`config.mk`:
```
export PLATFORM = sky130hd
export DESIGN_NAME = read_axi_buffer
export DESIGN_NICKNAME = d
export VERILOG_FILES = /design/src/rtl/read_axi_buffer.sv
export SDC_FILE = /design/constraint.sdc
export NUM_CORES = 1
export LEC_CHECK = 0
export ABC_AREA = 1
export BUFFER_PORTS_ARGS = -buffer_cell sky130_fd_sc_hd__buf_2
export CORE_ASPECT_RATIO = 1.5
export CORE_UTILIZATION = 46
export CTS_CLUSTER_DIAMETER = 60
export DETAILED_ROUTE_END_ITERATION = 10
export GPL_TIMING_DRIVEN = 0
export PLACE_DENSITY = 0.78
export SYNTH_ARGS = -nofsm -noshare
export SYNTH_HDL_FRONTEND = slang
export SYNTH_SLANG_ARGS = --single-unit
```
`constraint.sdc`:
```
create_clock -name clk -period 2.3 [get_ports clk]
set_clock_uncertainty 0.1 [all_clocks]
set_input_delay 0.23 -clock clk [delete_from_list [all_inputs] [get_ports clk]]
set_output_delay 0.23 -clock clk [all_outputs]
set_load 0.05 [all_outputs]
```
`src/rtl/read_axi_buffer.sv`:
```
// AXI4 read master for cache refill: one request at a time, assembles a line (or one word) and pulses done.
// Define READ_AXI_WRAP_EN for critical-word-first WRAP bursts on cached requests.
module read_axi_buffer #(
  parameter int LINE_SIZE = 16
) (
  input  logic                   clk,
  input  logic                   rst,
  input  logic                   en,
  input  logic                   uncached,
  input  logic [31:0]            addr,
  input  logic [2:0]             size,
  output logic                   empty,
  output logic                   done,
  output logic                   resp_err,
  output logic [31:0]            word_data,
  output logic [LINE_SIZE*8-1:0] line_data,
  output logic [31:0]            axi_araddr,
  output logic [7:0]             axi_arlen,
  output logic [1:0]             axi_arburst,
  output logic [2:0]             axi_arsize,
  output logic                   axi_arvalid,
  input  logic                   axi_arready,
  input  logic [31:0]            axi_rdata,
  input  logic [1:0]             axi_rresp,
  input  logic                   axi_rlast,
  input  logic                   axi_rvalid,
  output logic                   axi_rready
);

  localparam int BEATS = LINE_SIZE / 4;
  localparam int LW    = $clog2(LINE_SIZE);
  localparam int IW    = $clog2(BEATS);
  localparam int CW    = IW + 1;

  typedef enum logic [1:0] {IDLE, WAIT_ADDR, WAIT_DATA, DONE} state_t;

  state_t          state;
  logic            req_uncached;
  logic [31:0]     req_addr;
  logic [2:0]      req_size;
  logic [IW-1:0]   idx;
  logic [CW-1:0]   cnt;

  logic            src_uncached;
  logic [31:0]     src_addr;
  logic [2:0]      src_size;
  logic [IW-1:0]   start_idx;
  logic            beat;
  logic            last_beat;
  logic            unused_ok;

  assign empty      = (state == IDLE);
  assign done       = (state == DONE);
  assign axi_rready = (state == WAIT_DATA);
  assign beat       = axi_rvalid & axi_rready;
  assign last_beat  = req_uncached || (cnt == CW'(BEATS - 1));
  // completion is counted, so rlast and the OKAY/EXOKAY bit carry no information here
  assign unused_ok  = &{1'b0, axi_rlast, axi_rresp[0]};

  // In IDLE the AR channel follows the request inputs directly; afterwards it replays the captured request.
  always_comb begin
    src_uncached = (state == IDLE) ? uncached : req_uncached;
    src_addr     = (state == IDLE) ? addr     : req_addr;
    src_size     = (state == IDLE) ? size     : req_size;
    axi_araddr   = '0;
    axi_arlen    = '0;
    axi_arburst  = '0;
    axi_arsize   = '0;
    axi_arvalid  = 1'b0;
    if ((state == IDLE && en) || state == WAIT_ADDR) begin
      axi_arvalid = 1'b1;
      if (src_uncached) begin
        axi_araddr = src_addr;
        axi_arsize = src_size;
      end else begin
`ifdef READ_AXI_WRAP_EN
        axi_araddr  = {src_addr[31:2], 2'b00};
        axi_arburst = 2'b10;
`else
        axi_araddr  = {src_addr[31:LW], {LW{1'b0}}};
        axi_arburst = 2'b01;
`endif
        axi_arlen  = 8'(BEATS - 1);
        axi_arsize = 3'b010;
      end
    end
  end

  always_comb begin
`ifdef READ_AXI_WRAP_EN
    start_idx = uncached ? '0 : addr[LW-1:2];
`else
    start_idx = '0;
`endif
  end

  always_ff @(posedge clk) begin
    if (rst) begin
      state        <= IDLE;
      req_uncached <= 1'b0;
      req_addr     <= '0;
      req_size     <= '0;
      idx          <= '0;
      cnt          <= '0;
      resp_err     <= 1'b0;
      word_data    <= '0;
      line_data    <= '0;
    end else begin
      case (state)
        IDLE: begin
          if (en) begin
            req_uncached <= uncached;
            req_addr     <= addr;
            req_size     <= size;
            resp_err     <= 1'b0;
            cnt          <= '0;
            idx          <= start_idx;
            state        <= axi_arready ? WAIT_DATA : WAIT_ADDR;
          end
        end
        WAIT_ADDR: begin
          if (axi_arready) state <= WAIT_DATA;
        end
        WAIT_DATA: begin
          if (beat) begin
            line_data[idx*32 +: 32] <= axi_rdata;
            if (req_uncached) word_data <= axi_rdata;
            resp_err <= resp_err | axi_rresp[1];
            idx      <= idx + IW'(1);
            cnt      <= cnt + CW'(1);
            if (last_beat) state <= DONE;
          end
        end
        DONE:    state <= IDLE;
        default: state <= IDLE;
      endcase
    end
  end

endmodule

```
==> key figures, run 1 <==
Critical path
  • WP data arrival: around 2.0 ns
  • Crit path launch type: flip-flop
  • Required @ worst endpoint: 1.97 ns
  • Critical path class: reg -> out
  • Crit Path Max Fanout: 8
  • Crit end category: output port

Placement
  • PortBufs: 275
  • Pre-CTS worst setup slack: -0.348 ns
  • Final HPWL DP: roughly 22 mm
  • Final Wtd Congestion: about 0.88
  • Placed insts: 1743

STA
  • Final hold vios: 0
  • RSZ-0062 raised after global routing: true
  • Crit path time final: about 2.3 ns
  • Worst Tran Pin Value: 0.756 ns
  • Fin crit share: 101%
  • FMAX: 432 MHz
  • Final setup viols: 3
  • Max-slew headroom: 49.6%
  • Fin worst setup slack: -0.0158 ns
  • Final Max Slew Viols: 0

Floorplanning
  • Row cnt: 60
  • Die ar.: ~0.019 mm^2
  • IO Pins: 286
  • Die width: 114 um
  • Starting Density: 47.6%
  • Core box area: 0.0181 mm^2
  • Chip height: 170 um

Clock tree
  • Clock root buffer: clkbuf_16
  • CTS tree: built
  • CTS max path bufs: 3
  • Worst-path clk slew: 0.06 ns
  • Cts bufs inserted: 20
  • CTS H-tree depth: 1
  • Clk sinks: about 200
  • Later-pin clock latency in the skew report: 0.49 ns

Cells and area
  • Filler cells: 1473
  • P&R area growth vs syn: 41.9%
  • ANT cells: 0
  • Share of layout cells above drive strength 1: 25.6%
  • Fin cells: between 1500 and 2000
  • Final #Nets: around 1700

Yosys
  • Complex-gate fraction of the synthesized area: 14.3%
  • Xor/xnor share of the synthesized area: 0%
  • Syn. warnings: 0
  • Post-Syn Instances: around 1200
  • Largest family of logic cells by synthesized area: simple AND/OR/NAND/NOR gates
  • Multiplexer area fraction after synthesis: 0%
  • Unique masters post-synth: 27
  • Post-Synth Simple-Gate Area: 28.7%
  • Seq cells post-synth: about 200
  • Adder-Cell Fraction of Synth Area: 1.60%
  • Sequential share of the synthesized area: between 40% and 50%
  • Post-Syn Area per Cell: 7.09 um^2
  • Synth Cell Area: 0.00861 mm^2

Route
  • Max layer used: met4
  • Detailed-route via count: 9714
  • 1st-pass router iterations: 5
  • WL final: 31.3 mm
  • Vias per cell: 5.24
  • Iter 0 DRT Violations: 778
  • DR WL/cell: ~17 um
  • ANT nets after route: 0
  • DRC: 0
  • Met3 WL: ~2.2 mm
  • Met1 WL: 11.3 mm
  • Met2 Wirelength: around 16 mm

Global route
  • Number of global-route vias before repair: 9295
  • GRT Overall Usage: 31.3%
  • First-pass GRT wire length: 47.6 mm
  • Gr ovfl total: 0
  • Initial antenna violation count: 0
  • Largest net degree at the start of global routing: 16

Power and ir drop
  • Highest ir drop seen on vdd: 0.000538 V
  • Cell Pwr Density: 1110 mW/mm^2
  • Cell leakage power: 5.56 nW

Min path
  • Hold Crit Class: in -> reg

Job
  • Number of max-cap violations: 0

Outcome
  • Failing checks: negative setup slack
  • Status: finished with violations
final cells by class:
cell class                 instances  area [um^2]  share of cell area [%]
clock buffer                      28          592                    4.84
multi-input combinational        862         4040                    33.1
tap                              248          310                    2.54
sequential                       204         4090                    33.5
inverter                          52          205                    1.68
timing repair buffer             351         2260                    18.5
clock inverter                     8          145                    1.19
buffer                           101          574                    4.70
metal layers:
layer / global-route usage (%) / vias up
met3: 5.96 / 119
met2: 57.8 / 499
met5: 0 / -
li1: - / 4659
met4: 18.6 / 0
met1: 32.4 / 4437
worst paths after layout:
| path | from | endpoint | slack (ns) | cells after the start |
|---|---|---|---|---|
| setup / recovery | state[1]$_SDFFE_PP0P_ | axi_araddr[0] | -0.02 | 7 |
| hold / removal | axi_arready | state[0]$_SDFFE_PP0P_ | 0.06 | 6 |
| setup reg to reg | idx[0]$_SDFFE_PP0P_ | line_data[124]$_SDFFE_PP0P_ | 0.11 | 9 |
| hold reg to reg | resp_err$_SDFFE_PP0P_ | resp_err$_SDFFE_PP0P_ | 0.35 | 2 |
cell families after synthesis:
group / Yosys count
DFF: 204
buffers and inverters: 154
and+or+nand+nor: 599
adders and majority gates: 11
other: 1
AOI/OAI and AO/OA: 245
power breakdown:
| group | switching, mW | total (mW) | internal (mW) |
|---|---|---|---|
| combinational | 4.16 | 5.92 | 1.77 |
| clock | 1.40 | 3.65 | 2.25 |
| sequential | 0.184 | 4.01 | 3.82 |
| total | 5.74 | 13.6 | 7.84 |
cell usage in the layout, fill, tap and decap left out, types with 9 or more instances in the layout:
cell type	synthesis	final
nand2_1	375	372
buf_2	27	255
dfxtp_1	204	200
a21oi_1	173	166
nor2_1	116	106
dlygate4sd3_1	0	69
nand3_1	67	67
o21ai_0	68	67
inv_1	48	45
clkbuf_1	51	45
buf_4	13	41
nand4_1	32	32
buf_6	3	22
clkbuf_16	0	21
clkbuf_4	0	9
ha_1	11	9
flip-flops by register name, summed over array words and instances (netlist names):
register	count
line_data	128
req_addr	32
word_data	32
cnt	3
req_size	3
idx	2
state	2
req_uncached	1
resp_err	1
per-stage QoR:
step	setup TNS (ns)	utilization [%]	cell area, um^2	hold slack (ns)	total power, mW
2_1_floorplan	-0.101	-	8710	0.273	7.79
3_3_place_gp	-20.88	57.5	10400	0.338	8.91
3_5_place_dp	-24.80	57.5	10400	0.339	8.97
4_1_cts	0	66.7	12100	0.0549	13.1
5_1_grt	-0.340	67.5	12200	0.111	14.1
6_report	-0.0200	67.5	12200	0.0612	13.6
worst max-delay path, stage by stage, from the launching register on:
cell     delay, ns
dfxtp_2       0.36
inv_2         0.06
ha_4          0.19
buf_8         0.15
o21ai_4       0.28
nand2_8       0.13
a21oi_4       0.15
buf_6         0.18
cell usage after synthesis, drive strengths merged:
cell type | number | share of area (%)
ha | 11 | 1.6
a21oi | 173 | 10
dfxtp | 204 | 47
clkbuf | 52 | 2.3
or2 | 1 | 0.073
buf | 50 | 3.4
nand2 | 378 | 17
and2 | 1 | 0.073
conb | 1 | 0.044
a31oi | 1 | 0.073
o21ai | 71 | 4.1
nand4 | 32 | 2.3
inv | 52 | 2.3
nand3 | 67 | 3.9
nor2 | 120 | 5.6
timing repair:
item | 4_1_cts | 5_1_grt
hold endpoints to repair | 133 | 0
hold buffers | 69 | 0
setup endpoints to repair | 161 | 152
pin swaps | 3 | 5
setup buffers | 3 | 3
gates cloned | 1 | 0
resized for setup | 79 | 48
No activity file was read; power rests on OpenSTA's default activity.
==> inputs of run 2 (changes only) <==
==> constraint.sdc (replaced) <==
create_clock -name clk -period 2.3 [get_ports clk]
set_clock_uncertainty 0.1 [all_clocks]
set_input_delay 0.46 -clock clk [delete_from_list [all_inputs] [get_ports clk]]
set_output_delay 0.46 -clock clk [all_outputs]
set_load 0.05 [all_outputs]
==> key figures, run 2 (synthesis results as in run 1) <==
STA
  • Crit path time final: 2.52 ns (+0.205 ns)
  • Worst Tran Pin Value: 0.688 ns (-0.0687 ns)
  • Fin worst setup slack: -0.221 ns (-0.205 ns)
  • Final hold vios: 0 (unchanged)
  • Setup Total Neg Slack: -5.85 ns (-5.83 ns)
  • Max-slew headroom: 54.1% (+4.6 points)
  • RSZ-0062 raised after global routing: true
  • FMAX: 397 MHz (-8.1%)
  • Final Max Slew Viols: 0 (unchanged)
  • Fin crit share: 110% (+8.9 points)
  • Final setup viols: 38 (+35)

Global route
  • Number of global-route vias before repair: 9055 (-2.6%)
  • First-pass GRT wire length: 46.0 mm (-3.3%)
  • Initial antenna violation count: 1 (+1)
  • GRT Overall Usage: 30.5% (-0.78 points)
  • Gr ovfl total: 0 (unchanged)
  • Largest net degree at the start of global routing: 17 (+1)

Route
  • WL final: 30.6 mm (-2.2%)
  • Vias per cell: 5.34 (+2.0%)
  • ANT nets after route: 0 (unchanged)
  • DRC: 0 (unchanged)
  • DR WL/cell: 17.1 um (+1.1%)
  • Detailed-route via count: 9578 (-1.4%)
  • Iter 0 DRT Violations: 668 (-14%)
  • 1st-pass router iterations: 6 (+1)

Floorplanning
  • Die width: 114 um (unchanged)
  • Row cnt: 60 (unchanged)
  • Die ar.: 0.0193 mm^2 (unchanged)
  • IO Pins: 286 (unchanged)
  • Chip height: 170 um (unchanged)
  • Starting Density: 47.6% (unchanged)
  • Core box area: 0.0181 mm^2 (unchanged)

Cells and area
  • Number of flip-flops in the largest register: 128 (unchanged)
  • Filler cells: 1556 (+5.6%)
  • Share of layout cells above drive strength 1: 29.9% (+4.3 points)
  • Register bank with the most flops: line_data
  • Most frequent cells in the layout: nand2_1, buf_2, dfxtp_1, a21oi_1, nor2_1
  • Fin cells: 1793 (-3.3%)
  • Commonest non-fill, non-tap cell in the layout: nand2_1
  • Final core utilization: 65.4% (-2.1 points)
  • Regs by FF count: line_data x128, req_addr x32, word_data x32
  • P&R area growth vs syn: 37.5%
  • Final #Nets: 1620 (-3.5%)

Clock tree
  • Later-pin clock latency in the skew report: 0.49 ns (about the same)
  • Clock root buffer: clkbuf_16
  • CTS H-tree depth: 1 (unchanged)
  • Clk sinks: 204 (unchanged)
  • CTS tree: built
  • Hold Buf Count CTS: 0 (-100%)
  • Worst-path clk slew: 0.07 ns (about the same)
  • CTS max path bufs: 3 (unchanged)
  • Cts bufs inserted: 20 (unchanged)

Critical path
  • WP data arrival: 1.96 ns (-0.03 ns)
  • Critical path class: reg -> out
  • Crit path launch type: flip-flop
  • Crit Path Max Fanout: 10 (+2)
  • Crit end category: output port
  • Required @ worst endpoint: 1.74 ns (-0.23 ns)

Power and ir drop
  • Highest ir drop seen on vdd: 0.000793 V (+47%)
  • Total power: 14.0 mW (+2.7%)
  • Cell leakage power: 5.31 nW (-4.5%)
  • Cell Pwr Density: 1180 mW/mm^2 (+6.0%)

Outcome
  • Status: finished with violations
  • Failing checks: negative setup slack

Placement
  • PortBufs: 275 (unchanged)
  • Placed insts: 1743 (unchanged)
  • Final HPWL DP: 22.1 mm (+2.5%)
  • Final Wtd Congestion: 0.886 (+1.0%)
  • Pre-CTS worst setup slack: -0.445 ns (-0.0970 ns)

Min path
  • Hold Crit Class: in -> reg

Job
  • Number of max-cap violations: 0 (unchanged)
## run 2: cell types whose count changed in the layout (fill, tap and decap cells not counted), moves of 9 or more
cell	before	now
nand2_1	372	355
nand2_2	2	15
buf_6	22	40
inv_1	45	30
dlygate4sd3_1	69	0
clkbuf_1	45	35
buf_8	2	11
## run 2: worst max-delay path: stages, from the launching register on
cell and delay [ns]:
dfxtp_2 0.34, inv_2 0.07, ha_4 0.19, buf_8 0.15
buf_4 0.18, nand2_1 0.06, nand2_1 0.13, nand2_1 0.08
inv_1 0.07, buf_4 0.19
## run 2: area by class of cell
class	count	area (um^2)	share of cell area (%)
Multi-Input combinational cell	862	4110	34.7
Buffer	101	606	5.12
Timing Repair Buffer	292	1780	15.1
Clock inverter	9	138	1.16
Inverter	52	239	2.02
Sequential cell	204	4090	34.6
Antenna cell	1	2.50	0.0211
Clock buffer	24	557	4.70
Tap cell	248	310	2.62
## run 2: path summary, 6_finish.rpt
path / startpoint / endpoint / slack (ns) / cells after the start
max: state[0]$_SDFFE_PP0P_ / axi_araddr[19] / -0.22 / 9
max reg2reg: idx[0]$_SDFFE_PP0P_ / line_data[38]$_SDFFE_PP0P_ / 0.06 / 11
min reg2reg: word_data[24]$_SDFFE_PP0P_ / word_data[24]$_SDFFE_PP0P_ / 0.36 / 2
min: addr[8] / req_addr[8]$_SDFFE_PP0P_ / 0.13 / 3
## run 2: where the power goes
group | total (mW) | switching [mW] | internal (mW)
Clock | 3.50 | 1.43 | 2.07
Combinational | 6.47 | 4.35 | 2.12
Sequential | 3.99 | 0.167 | 3.82
Total | 14.0 | 5.94 | 8.01
## run 2: stage by stage
step	instance area, um^2	hold WS [ns]
6_report	11800	0.126
5_1_grt	11800	0.129
4_1_cts	11600	0.120
3_5_place_dp	10500	0.350
3_3_place_gp	10500	0.340
2_1_floorplan	8770	0.341
## run 2: metal layers
layer  part of all wire [%]  vias to the layer above  global-route usage (%)
met1                     35                     4434                    30.5
met5                      0                        -                       0
li1                       -                     4559                       -
met2                     50                      470                    55.9
met4                    6.6                        0                    18.9
met3                    9.0                      115                    7.71
## run 2: what timing repair did
| item | CTS | global route |
|---|---|---|
| setup buffers | 13 | 3 |
| gates resized for setup | 129 | 75 |
| pin swaps | 6 | 7 |
| endpoints found under the setup margin | 162 | 140 |
| cloned | 1 | 0 |
